**src/rtl/seq_alu_pkg.sv**
```systemverilog
// Shared definitions for the sequential ALU: op encodings and FSM states.
package seq_alu_pkg;

    localparam logic [3:0] OP_ADD   = 4'h0;
    localparam logic [3:0] OP_SUB   = 4'h1;
    localparam logic [3:0] OP_OR    = 4'h2;
    localparam logic [3:0] OP_AND   = 4'h3;
    localparam logic [3:0] OP_SLT   = 4'h4;
    localparam logic [3:0] OP_SLTU  = 4'h5;
    localparam logic [3:0] OP_ROT   = 4'h6;
    localparam logic [3:0] OP_MULT  = 4'h7;
    localparam logic [3:0] OP_MULTU = 4'h8;
    localparam logic [3:0] OP_DIV   = 4'h9;
    localparam logic [3:0] OP_DIVU  = 4'hA;
    localparam logic [3:0] OP_MTHI  = 4'hB;
    localparam logic [3:0] OP_MTLO  = 4'hC;
    localparam logic [3:0] OP_MFHI  = 4'hD;
    localparam logic [3:0] OP_MFLO  = 4'hE;
    // 4'hF is left undefined and completes with a zero result.

    // state  | meaning
    // IDLE   | waiting for a request, in_ready high
    // ROT    | rotating one bit per cycle
    // MDU    | multiply/divide iterations, WIDTH cycles
    // DONE   | result valid, waiting for out_ready
    typedef enum logic [1:0] {
        S_IDLE = 2'd0,
        S_ROT  = 2'd1,
        S_MDU  = 2'd2,
        S_DONE = 2'd3
    } state_e;

endpackage

```
**src/rtl/seq_alu_div_iter.sv**
```systemverilog
// Restoring unsigned divider, one quotient bit per step. The caller samples
// quo_next/rem_next on the final step so the answer lands on that same edge.
module div_iter #(
    parameter int WIDTH = 32
) (
    input  logic             clk,
    input  logic             reset,
    input  logic             load,
    input  logic             step,
    input  logic [WIDTH-1:0] dividend,
    input  logic [WIDTH-1:0] divisor,
    output logic [WIDTH-1:0] quo_next,
    output logic [WIDTH-1:0] rem_next
);

    logic [WIDTH-1:0] rem_q;
    logic [WIDTH-1:0] quo_q;
    logic [WIDTH-1:0] dvs_q;
    logic [WIDTH:0]   shifted;
    logic             ge;

    // One restoring step; a zero divisor naturally yields all-ones quotient.
    always_comb begin
        shifted  = {rem_q, quo_q[WIDTH-1]};
        ge       = (shifted >= {1'b0, dvs_q});
        rem_next = ge ? (shifted[WIDTH-1:0] - dvs_q) : shifted[WIDTH-1:0];
        quo_next = {quo_q[WIDTH-2:0], ge};
    end

    // Load operands on acceptance, then advance one bit per step.
    always_ff @(posedge clk or negedge reset) begin
        if (!reset) begin
            rem_q <= '0;
            quo_q <= '0;
            dvs_q <= '0;
        end else if (load) begin
            rem_q <= '0;
            quo_q <= dividend;
            dvs_q <= divisor;
        end else if (step) begin
            rem_q <= rem_next;
            quo_q <= quo_next;
        end
    end

endmodule

```
**src/rtl/seq_alu.sv**
```systemverilog
// Sequential ALU: single-cycle arithmetic/logic, bit-serial rotate, and
// iterative multiply/divide writing the HI/LO pair.
module seq_alu #(
    parameter int WIDTH = 32,
    parameter int SHW   = $clog2(WIDTH)
) (
    input  logic             clk,
    input  logic             reset,
    input  logic             in_valid,
    output logic             in_ready,
    input  logic [3:0]       op,
    input  logic [WIDTH-1:0] a,
    input  logic [WIDTH-1:0] b,
    output logic             out_valid,
    input  logic             out_ready,
    output logic [WIDTH-1:0] result,
    output logic [WIDTH-1:0] hi,
    output logic [WIDTH-1:0] lo,
    output logic             ovf
);

    import seq_alu_pkg::*;

    localparam logic [SHW:0] CNT_MDU = (SHW+1)'(WIDTH);
    localparam logic [SHW:0] CNT_ONE = (SHW+1)'(1);

    state_e           state;
    logic [SHW:0]     cnt;
    logic [WIDTH-1:0] rot_val;
    logic             rot_left;
    logic             is_mul_q;
    logic             neg_q;
    logic             rem_neg_q;
    logic             div_zero_q;
    logic [WIDTH-1:0] dvd_q;
    logic [WIDTH-1:0] mcand;
    logic [WIDTH-1:0] mul_hi;
    logic [WIDTH-1:0] mul_lo;

    logic [WIDTH:0]     sum_ext;
    logic [WIDTH:0]     diff_ext;
    logic [WIDTH-1:0]   alu_res;
    logic               alu_ovf;
    logic [WIDTH-1:0]   abs_a;
    logic [WIDTH-1:0]   abs_b;
    logic [WIDTH-1:0]   rot_n;
    logic [WIDTH:0]     mul_sum;
    logic [2*WIDTH-1:0] prod_n;
    logic [2*WIDTH-1:0] prod_fix;
    logic [WIDTH-1:0]   quo_next;
    logic [WIDTH-1:0]   rem_next;
    logic [WIDTH-1:0]   q_fix;
    logic [WIDTH-1:0]   r_fix;
    logic               is_div_op;
    logic               div_load;
    logic               div_step;

    // Held low through reset so nothing is accepted until release.
    assign in_ready = (state == S_IDLE) && reset;

    // Single-cycle results and overflow from a sign-extended WIDTH+1 sum.
    always_comb begin
        sum_ext  = {a[WIDTH-1], a} + {b[WIDTH-1], b};
        diff_ext = {a[WIDTH-1], a} - {b[WIDTH-1], b};
        alu_res  = '0;
        alu_ovf  = 1'b0;
        case (op)
            OP_ADD: begin
                alu_res = sum_ext[WIDTH-1:0];
                alu_ovf = sum_ext[WIDTH] ^ sum_ext[WIDTH-1];
            end
            OP_SUB: begin
                alu_res = diff_ext[WIDTH-1:0];
                alu_ovf = diff_ext[WIDTH] ^ diff_ext[WIDTH-1];
            end
            OP_OR:   alu_res = a | b;
            OP_AND:  alu_res = a & b;
            OP_SLT:  alu_res = {{(WIDTH-1){1'b0}}, ($signed(a) < $signed(b))};
            OP_SLTU: alu_res = {{(WIDTH-1){1'b0}}, (a < b)};
            OP_MTHI: alu_res = a;
            OP_MTLO: alu_res = a;
            OP_MFHI: alu_res = hi;
            OP_MFLO: alu_res = lo;
            default: alu_res = '0;
        endcase
    end

    // Operand magnitudes, rotate step, shift-add multiply step and sign fixups.
    always_comb begin
        abs_a    = a[WIDTH-1] ? -a : a;
        abs_b    = b[WIDTH-1] ? -b : b;
        rot_n    = rot_left ? {rot_val[WIDTH-2:0], rot_val[WIDTH-1]}
                            : {rot_val[0], rot_val[WIDTH-1:1]};
        mul_sum  = {1'b0, mul_hi} + (mul_lo[0] ? {1'b0, mcand} : {(WIDTH+1){1'b0}});
        prod_n   = {mul_sum, mul_lo[WIDTH-1:1]};
        prod_fix = neg_q ? -prod_n : prod_n;
        q_fix    = neg_q ? -quo_next : quo_next;
        r_fix    = rem_neg_q ? -rem_next : rem_next;
    end

    assign is_div_op = (op == OP_DIV) || (op == OP_DIVU);
    assign div_load  = (state == S_IDLE) && in_valid && is_div_op;
    assign div_step  = (state == S_MDU) && !is_mul_q;

    div_iter #(.WIDTH(WIDTH)) u_div (
        .clk      (clk),
        .reset    (reset),
        .load     (div_load),
        .step     (div_step),
        .dividend ((op == OP_DIV) ? abs_a : a),
        .divisor  ((op == OP_DIV) ? abs_b : b),
        .quo_next (quo_next),
        .rem_next (rem_next)
    );

    // Main FSM with registered result/hi/lo/ovf/out_valid.
    always_ff @(posedge clk or negedge reset) begin
        if (!reset) begin
            state      <= S_IDLE;
            cnt        <= '0;
            rot_val    <= '0;
            rot_left   <= 1'b0;
            is_mul_q   <= 1'b0;
            neg_q      <= 1'b0;
            rem_neg_q  <= 1'b0;
            div_zero_q <= 1'b0;
            dvd_q      <= '0;
            mcand      <= '0;
            mul_hi     <= '0;
            mul_lo     <= '0;
            result     <= '0;
            hi         <= '0;
            lo         <= '0;
            ovf        <= 1'b0;
            out_valid  <= 1'b0;
        end else begin
            case (state)
                S_IDLE: begin
                    if (in_valid) begin
                        if (op == OP_ROT) begin
                            if (b[SHW-1:0] == '0) begin
                                result    <= a;
                                ovf       <= 1'b0;
                                out_valid <= 1'b1;
                                state     <= S_DONE;
                            end else begin
                                rot_val  <= a;
                                rot_left <= b[0];
                                cnt      <= {1'b0, b[SHW-1:0]};
                                state    <= S_ROT;
                            end
                        end else if (op == OP_MULT || op == OP_MULTU) begin
                            is_mul_q <= 1'b1;
                            mcand    <= (op == OP_MULT) ? abs_a : a;
                            mul_lo   <= (op == OP_MULT) ? abs_b : b;
                            mul_hi   <= '0;
                            neg_q    <= (op == OP_MULT) && (a[WIDTH-1] ^ b[WIDTH-1]);
                            cnt      <= CNT_MDU;
                            state    <= S_MDU;
                        end else if (is_div_op) begin
                            is_mul_q   <= 1'b0;
                            neg_q      <= (op == OP_DIV) && (a[WIDTH-1] ^ b[WIDTH-1]);
                            rem_neg_q  <= (op == OP_DIV) && a[WIDTH-1];
                            div_zero_q <= (b == '0);
                            dvd_q      <= a;
                            cnt        <= CNT_MDU;
                            state      <= S_MDU;
                        end else begin
                            if (op == OP_MTHI) hi <= a;
                            if (op == OP_MTLO) lo <= a;
                            result    <= alu_res;
                            ovf       <= alu_ovf;
                            out_valid <= 1'b1;
                            state     <= S_DONE;
                        end
                    end
                end
                S_ROT: begin
                    rot_val <= rot_n;
                    cnt     <= cnt - CNT_ONE;
                    if (cnt == CNT_ONE) begin
                        result    <= rot_n;
                        ovf       <= 1'b0;
                        out_valid <= 1'b1;
                        state     <= S_DONE;
                    end
                end
                S_MDU: begin
                    cnt <= cnt - CNT_ONE;
                    if (is_mul_q) begin
                        mul_hi <= prod_n[2*WIDTH-1:WIDTH];
                        mul_lo <= prod_n[WIDTH-1:0];
                    end
                    if (cnt == CNT_ONE) begin
                        if (is_mul_q) begin
                            hi     <= prod_fix[2*WIDTH-1:WIDTH];
                            lo     <= prod_fix[WIDTH-1:0];
                            result <= prod_fix[WIDTH-1:0];
                        end else if (div_zero_q) begin
                            // Divide by zero bypasses sign fixup entirely.
                            hi     <= dvd_q;
                            lo     <= '1;
                            result <= '1;
                        end else begin
                            hi     <= r_fix;
                            lo     <= q_fix;
                            result <= q_fix;
                        end
                        ovf       <= 1'b0;
                        out_valid <= 1'b1;
                        state     <= S_DONE;
                    end
                end
                S_DONE: begin
                    if (out_ready) begin
                        out_valid <= 1'b0;
                        state     <= S_IDLE;
                    end
                end
                default: state <= S_IDLE;
            endcase
        end
    end

endmodule

```
**config.mk**
```make
export PLATFORM = sky130hd
export DESIGN_NAME = seq_alu
export DESIGN_NICKNAME = d
export VERILOG_FILES = /design/src/rtl/seq_alu_pkg.sv /design/src/rtl/seq_alu_div_iter.sv /design/src/rtl/seq_alu.sv
export SDC_FILE = /design/constraint.sdc
export NUM_CORES = 2
export LEC_CHECK = 0
export ABC_AREA = 1
export CORE_MARGIN = 2
export CORE_UTILIZATION = 45
export DETAILED_ROUTE_END_ITERATION = 10
export GPL_ROUTABILITY_DRIVEN = 0
export PLACE_DENSITY = 0.72
export SLEW_MARGIN = 40
export SYNTH_ARGS = -nofsm -noshare
export SYNTH_HDL_FRONTEND = slang
export SYNTH_SLANG_ARGS = --single-unit
export TNS_END_PERCENT = 30
```
**constraint.sdc**
```tcl
create_clock -name clk -period 4.1 [get_ports clk]
set_input_delay 0.615 -clock clk [delete_from_list [all_inputs] [get_ports clk]]
set_output_delay 0.615 -clock clk [all_outputs]
set_load 0.02 [all_outputs]
```
# == After elaboration in Yosys (flattened, before gate mapping) ==
# Cells that the tools add are included.
# totals
regBits,367
out_inout_bits,99
elab_cells,203
inputBits,72
# classes
order_cmp,3
mux,90
addsub,10
n_eq_ne,37
n_bitwise,8
n_reduce_logical,35
# ops
cell,count
32-bit two-way mux,48
32-bit one-hot mux with 2 select lines,5
32-bit one-hot mux with 9 select lines,1
32-bit negation,4
32-bit one-hot mux with 3 select lines,1
32-bit by 32-bit adder with 33-bit output,2
32-bit less-than comparator,2
64-bit two-way mux,1
64-bit negation,1
33-bit by 32-bit greater-or-equal comparator with 1-bit output,1
32-bit by 32-bit subtractor with 33-bit output,1
32-bit bitwise AND,1
32-bit logical NOT,1
32-bit bitwise OR,1
32-bit subtractor,1
6-bit two-way mux,5
4-bit equality test (second input constant),7
7-bit AND reduction,3
4-bit AND reduction,5
1-bit two-way mux,19
4-bit by 3-bit equality test with 1-bit output (second input constant),4
2-bit inequality test (second input constant),8
2-bit by 1-bit inequality test with 1-bit output (second input constant),6
6-bit one-hot mux with 2 select lines,1
27 further kinds,54

# == Logic depth before layout (Yosys ltp) ==
# depth
word_depth,8
mapped_depth,35
ltp_nobuf,34

# == Cells and area by module ==
# A second synthesis with hierarchy kept.
# unflattened
cells_unflattened,5585
area_unflattened_um2,34704.5
# modules_own_cells
module,instances,seq_area_each_um2,area_per_inst_um2,cells_per_inst
seq_alu,1,6781.5,27581.5,4512
div_iter,1,2402.3,7123.1,1073

# == Least setup slack after synthesis ==
# No wires, ideal clock.
# synth_timing
path_kind,register -> register
from,reg u_div.rem_q[22]
to,reg result[28]
path_stages_with_launch,33
path_buffers,1
synth_period_minus_slack_ps,3917
setup_time_ps,118
path_slack_ps,183
t_arrival_ps,3799
required_ps,3982
path_cell_list,dfrtp_1 ha_1 nand2_2 inv_1 a21oi_2 nand2_1 nand2_1 nand2_1 nor2_4 nand2_8 inv_2 buf_2 ha_1 inv_1 nor3_1 inv_1 nor2_1 nand3_1 nor2_1 nand2_1 nor2_1 nand3_1 nand2_1 o21ai_0 or2_0 a21oi_1 o21ai_0 o21ai_1 nor2_1 inv_1 nand3_1 nand3_1 nand2_1
# synth_via
elab_chain_cells,7
# synth_lines
item,line,text
"start, declared",seq_alu_div_iter.sv:16,logic [WIDTH-1:0] rem_q;
"start signal, assigned",seq_alu_div_iter.sv:41,rem_q <= rem_next;
33-bit by 32-bit greater-or-equal comparator with 1-bit output,seq_alu_div_iter.sv:25,"ge = (shifted >= {1'b0, dvs_q});"
32-bit negation,seq_alu.sv:97,q_fix = neg_q ? -quo_next : quo_next;
32-bit two-way mux,seq_alu.sv:97,
32-bit two-way mux,seq_alu.sv:199,end else if (div_zero_q) begin
32-bit two-way mux,seq_alu.sv:195,if (is_mul_q) begin
32-bit two-way mux,seq_alu.sv:194,if (cnt == CNT_ONE) begin
32-bit one-hot mux with 3 select lines,seq_alu.sv:137,case (state)
"end signal, assigned",seq_alu.sv:171,result <= alu_res;
"end signal, assigned",seq_alu.sv:198,result <= prod_fix[WIDTH-1:0];
"end signal, assigned",seq_alu.sv:207,result <= q_fix;
"end, declared",seq_alu.sv:16,"output logic [WIDTH-1:0] result,"
# Every way passes these cells. The select of a mux whose other input is x is not followed.
# A chain may end at the register's enable or synchronous reset.

# == Worst setup path after layout ==
# layout_timing
from,reg mul_lo[0]
to,reg hi[20]
# layout_via
elab_chain_cells,7
# layout_lines
item,line,text
"start, declared",seq_alu.sv:38,logic [WIDTH-1:0] mul_lo;
"start signal, assigned",seq_alu.sv:155,mul_lo <= (op == OP_MULT) ? abs_b : b;
"start signal, assigned",seq_alu.sv:192,mul_lo <= prod_n[WIDTH-1:0];
32-bit two-way mux (*),seq_alu.sv:94,"mul_sum = {1'b0, mul_hi} + (mul_lo[0] ? {1'b0, mcand} : {(WIDTH+1){1'b0}});"
32-bit by 32-bit adder with 33-bit output (*),seq_alu.sv:94,
64-bit negation,seq_alu.sv:96,prod_fix = neg_q ? -prod_n : prod_n;
64-bit two-way mux (*),seq_alu.sv:96,
32-bit two-way mux (*),seq_alu.sv:195,
32-bit two-way mux (*),seq_alu.sv:194,
32-bit one-hot mux with 2 select lines (*),seq_alu.sv:137,
"end signal, assigned",seq_alu.sv:196,hi <= prod_fix[2*WIDTH-1:WIDTH];
"end signal, assigned",seq_alu.sv:201,hi <= dvd_q;
"end signal, assigned",seq_alu.sv:205,hi <= r_fix;
"end, declared",seq_alu.sv:17,"output logic [WIDTH-1:0] hi,"
# Every way passes the cells marked *; elsewhere a longest branch is shown, timed or not. The select of a mux whose other input is x is not followed.

==> flow_summary_export.csv <==
group,metric,value,unit
cts,clockRootBuffer,"sky130_fd_sc_hd__clkbuf_16",
synthesis,syn-mean-instance-area,6.37,um^2
setup_path,r2r_start,"mul_lo[0]",
setup_path,timing.critical_path.arrival,4540,ps
synthesis,synthCells,5210,
setup_path,worstReg2RegEnd,"hi[20]",
final_layout,finalNetCount,5886,
floorplan,core_area,73000,um^2
final_layout,design_area,40900,um^2
timing,rsz_0062_raised_after_global_routing,"yes",
final_layout,num_antenna_cells,0,
timing,post_route_clock_skew,22.1,ps
setup_path,worst_path_cell_trace,"nand2_1, inv_1, ha_1, inv_1, fa_1, inv_1, nand3_1, nand2_1, nand3_1, nand2_1, xnor2_1, nand2_1, nor2_1, nand3_1, nor2_1, nand3_1, buf_4, nand2_1, o21ai_0, inv_1, a22oi_1, nand2_1, nand2_1, a21oi_1",
synthesis,ys_async_rst_share,1.00,
floorplan,fp.dieArea,76000,um^2
floorplan,boundaryPins,171,
floorplan,die-width,276,um
floorplan,num_rows,99,
setup_path,timing.critical_path.fanout_max,5,
worst_hold_path,hp-start,"mcand[22]",
timing,timing.final.max_slew_violations,0,
cts,max-clock-path-buffers,3,
final_layout,regArea,9190,um^2
floorplan,die_h,276,um
cts,cts_buffers,46,
worst_hold_path,holdPathStages,2,
routing,drt-total-wl,153000,um
setup_path,cp-end-kind,"flip-flop",
cts,insertion_delay,620,ps
placed_design,placed_cell_area,38700,um^2
grt,grt_pass1_vias,37900,
setup_path,worst_stage_delay_on_the_critical_path,440,ps
worst_hold_path,hp-class,"reg -> reg",
cts,clkSinkCount,367,
final_layout,multi_input_area,21000,um^2
setup_path,required,4650,ps
routing,detailedRoute.firstIterationViolations,5799,
synthesis,synthesis.nets,5459,
timing,fin_worst_hold_slack,480,ps
final_layout,areaGrowthSynthToFinish,23.1,%
timing,clock.fmax,251,MHz
routing,vias_per_cell,6.11,
timing,final.min_clock_period,3990,ps
synthesis,postSynthRegisterBits,367,
setup_path,timing.critical_path.mode_cell,"sky130_fd_sc_hd__nand2_1",
routing,detail_route.drc_violations,0,
job,cap_viol_max_count,0,
cts,worst_setup_hold_path_clk_slew,60,ps
grt,grt_max_degree,147,
synthesis,synthesized_area,33200,um^2
synthesis,number_of_flops_mapped_to_enable_cells_by_yosys,0,
floorplan,initial_core_util,0.455,
setup_path,type_of_the_setup_path_with_the_least_slack,"reg -> reg",
grt,grt_pass1_wl,226000,um
grt,globalRoute.totalOverflow,0,
placed_design,numPortBuffers,170,
setup_path,ff2ff_path_depth,24,
setup_path,crit_path_top_delay_cell,"sky130_fd_sc_hd__dfrtp_2",
timing,worst_slew_margin_rel,0.406,
timing,worst_slew_pin_slew,884,ps
timing,setup_viol,0,
synthesis,synth_largest_area_cell,"sky130_fd_sc_hd__dfrtp_1",
cts,tritoncts,"done",
grt,grt_antenna_before_repair,6,
final_layout,drive_gt1_frac,0.130,
synthesis,yosys_warnings,0,
power,irDropWorstVdd,0.000610,V
placed_design,post-dp-hpwl,116000,um
synthesis,primary_ff_master_synth,"sky130_fd_sc_hd__dfrtp_1",
routing,dr.pass1.iters,7,
final_layout,layout.filler_cells,6873,
timing,finalHoldViolCount,0,
power,cellPowerDensity,792,nW/um^2
power,leakage_power_figure,0.0200,uW
outcome,outcome,"finished clean",
routing,wire_per_inst,23.0,um
routing,detail-route-antenna-nets,0,
setup_path,r2r_slack,110,ps
synthesis,synth.yosys.seq_area_share,0.277,
synthesis,netlist-cell-type-count,70,
grt,grt_usage,0.393,
cts,clock_tree.htree_level_count,2,
synthesis,synth_area_leaders,"sky130_fd_sc_hd__dfrtp_1 (28%), sky130_fd_sc_hd__nand2_1 (14%), sky130_fd_sc_hd__o21ai_0 (9.7%), sky130_fd_sc_hd__inv_1 (7.2%), sky130_fd_sc_hd__ha_1 (6.5%)",
worst_hold_path,holdPathEnd,"mcand[22]",
synthesis,synth_top_area_share,0.277,
routing,via_count,40500,
setup_path,critical_path.startpoint_type,"flip-flop",
timing,timing.final.crit_share,0.973,
-- per-stage QoR --
step | setup TNS [ps] | total power [uW] | std cells | utilization | setup WS, ps
5_1_grt | -189 | 34100 | 6632 | 0.560 | -59.2
3_5_place_dp | -579 | 26200 | 6540 | 0.530 | -202
4_1_cts | 0 | 30900 | 6625 | 0.553 | 13.2
6_report | 0 | 32400 | 6632 | 0.560 | 112
3_3_place_gp | -351 | 25900 | 6540 | 0.530 | -144
2_1_floorplan | 0 | 18100 | 5210 | - | 183
-- logic make-up (layout without fill, tap and decap cells) --
logic type / after synthesis / count (layout) / share of synthesized area
and+or+nand+nor: 2262 / 2262 / 0.289
AOI/OAI and AO/OA: 1390 / 1390 / 0.235
buffers and inverters: 916 / 1379 / 0.106
xor gates and xnor gates: 98 / 98 / 0.0259
DFF: 367 / 367 / 0.277
adders and majority gates: 177 / 177 / 0.0676
-- cells in the final DEF (no fill, tap or decap), types with 47 or more instances in the layout --
cell type,instances
sky130_fd_sc_hd__nand2_1,1191
sky130_fd_sc_hd__xor2_1,89
sky130_fd_sc_hd__buf_4,426
sky130_fd_sc_hd__dfrtp_1,365
sky130_fd_sc_hd__clkbuf_16,47
sky130_fd_sc_hd__clkdlybuf4s50_1,169
sky130_fd_sc_hd__nor3_1,76
sky130_fd_sc_hd__ha_1,152
sky130_fd_sc_hd__nor2_1,467
sky130_fd_sc_hd__nand4_1,55
sky130_fd_sc_hd__a21oi_1,406
sky130_fd_sc_hd__inv_1,626
sky130_fd_sc_hd__a31oi_1,52
sky130_fd_sc_hd__o21ai_0,637
sky130_fd_sc_hd__nand2_2,49
sky130_fd_sc_hd__nand3_1,309
-- layout make-up --
cell class / instances / share of cell area
Clock buffer: 62 / 0.0326
Clock inverter: 22 / 0.00821
Inverter: 679 / 0.0626
Multi-Input combinational cell: 3927 / 0.514
Sequential cell: 367 / 0.225
Tap cell: 959 / 0.0294
Timing Repair Buffer: 616 / 0.129
-- what timing repair did --
| item | in CTS | in global routing |
|---|---|---|
| endpoints found under the hold margin | 38 | 0 |
| pin swaps | 1 | 18 |
| endpoints found under the setup margin | 5 | 38 |
| buffers inserted | 0 | 6 |
| gates resized for setup | 3 | 88 |
| hold buffers | 1 | 0 |
| cloned | 0 | 0 |
-- state kept, by name, summed over array words and instances, names as in the netlist --
signal	flops
lo	32
is_mul_q	1
u_div.quo_q	32
cnt	6
mcand	32
state	2
div_zero_q	1
dvd_q	32
u_div.dvs_q	32
mul_lo	32
ovf	1
hi	32
rot_val	32
u_div.rem_q	32
result	32
rot_left	1
rem_neg_q	1
mul_hi	32
out_valid	1
neg_q	1
-- critical path: cells and delay by family (launching register included) --
family          cells  cell delay, ps
flops               1             440
compound gates      3             310
simple gates       13            1710
fa+ha+maj           2             620
buf+inv             5             520
xor+xnor            1             290
-- synth_stat cells, types with 16 or more instances --
cell                       instances
sky130_fd_sc_hd__a22oi_1          26
sky130_fd_sc_hd__buf_1            20
sky130_fd_sc_hd__xor2_1           89
sky130_fd_sc_hd__o21bai_1         18
sky130_fd_sc_hd__clkinv_1         26
sky130_fd_sc_hd__dfrtp_1         367
sky130_fd_sc_hd__nor2_2           20
sky130_fd_sc_hd__inv_1           638
sky130_fd_sc_hd__a221oi_1         17
sky130_fd_sc_hd__nor3_1           79
sky130_fd_sc_hd__o22ai_1          24
sky130_fd_sc_hd__a31oi_1          52
sky130_fd_sc_hd__nand3_1         318
sky130_fd_sc_hd__nand2_2          28
sky130_fd_sc_hd__ha_1            173
sky130_fd_sc_hd__a211oi_1         16
sky130_fd_sc_hd__nor2_1          484
sky130_fd_sc_hd__o221ai_1         46
sky130_fd_sc_hd__o21ai_1          21
sky130_fd_sc_hd__clkbuf_1        199
sky130_fd_sc_hd__a21oi_1         412
sky130_fd_sc_hd__o21ai_0         641
sky130_fd_sc_hd__nand2_1        1212
sky130_fd_sc_hd__o211ai_1         39
sky130_fd_sc_hd__nand4_1          55
-- where the power goes --
| group | internal [uW] | switching [uW] | total (uW) |
|---|---|---|---|
| Sequential | 5190 | 1410 | 6600 |
| Combinational | 7290 | 13900 | 21200 |
| Clock | 2780 | 1790 | 4570 |
| Total | 15300 | 17100 | 32400 |
-- routing by layer --
layer / part of all wire / track usage / up-vias
met1: 0.35 / 0.484 / 18400
met5: 0.00025 / 0 / -
met2: 0.40 / 0.568 / 3087
met4: 0.093 / 0.294 / 6
li1: - / - / 18200
met3: 0.15 / 0.131 / 822
-- how the worst max path moves through the flow --
stage | depth (start not counted) | endpoint | from
floorplan | 32 | result[28] | u_div.rem_q[22]
global placement | 19 | result[22] | a[0]
detailed placement | 19 | result[22] | a[0]
CTS | 30 | result[26] | u_div.dvs_q[20]
global route | 33 | result[28] | u_div.rem_q[19]
finish | 24 | hi[20] | mul_lo[0]
Note: power is estimated with default switching activity, not from simulation.
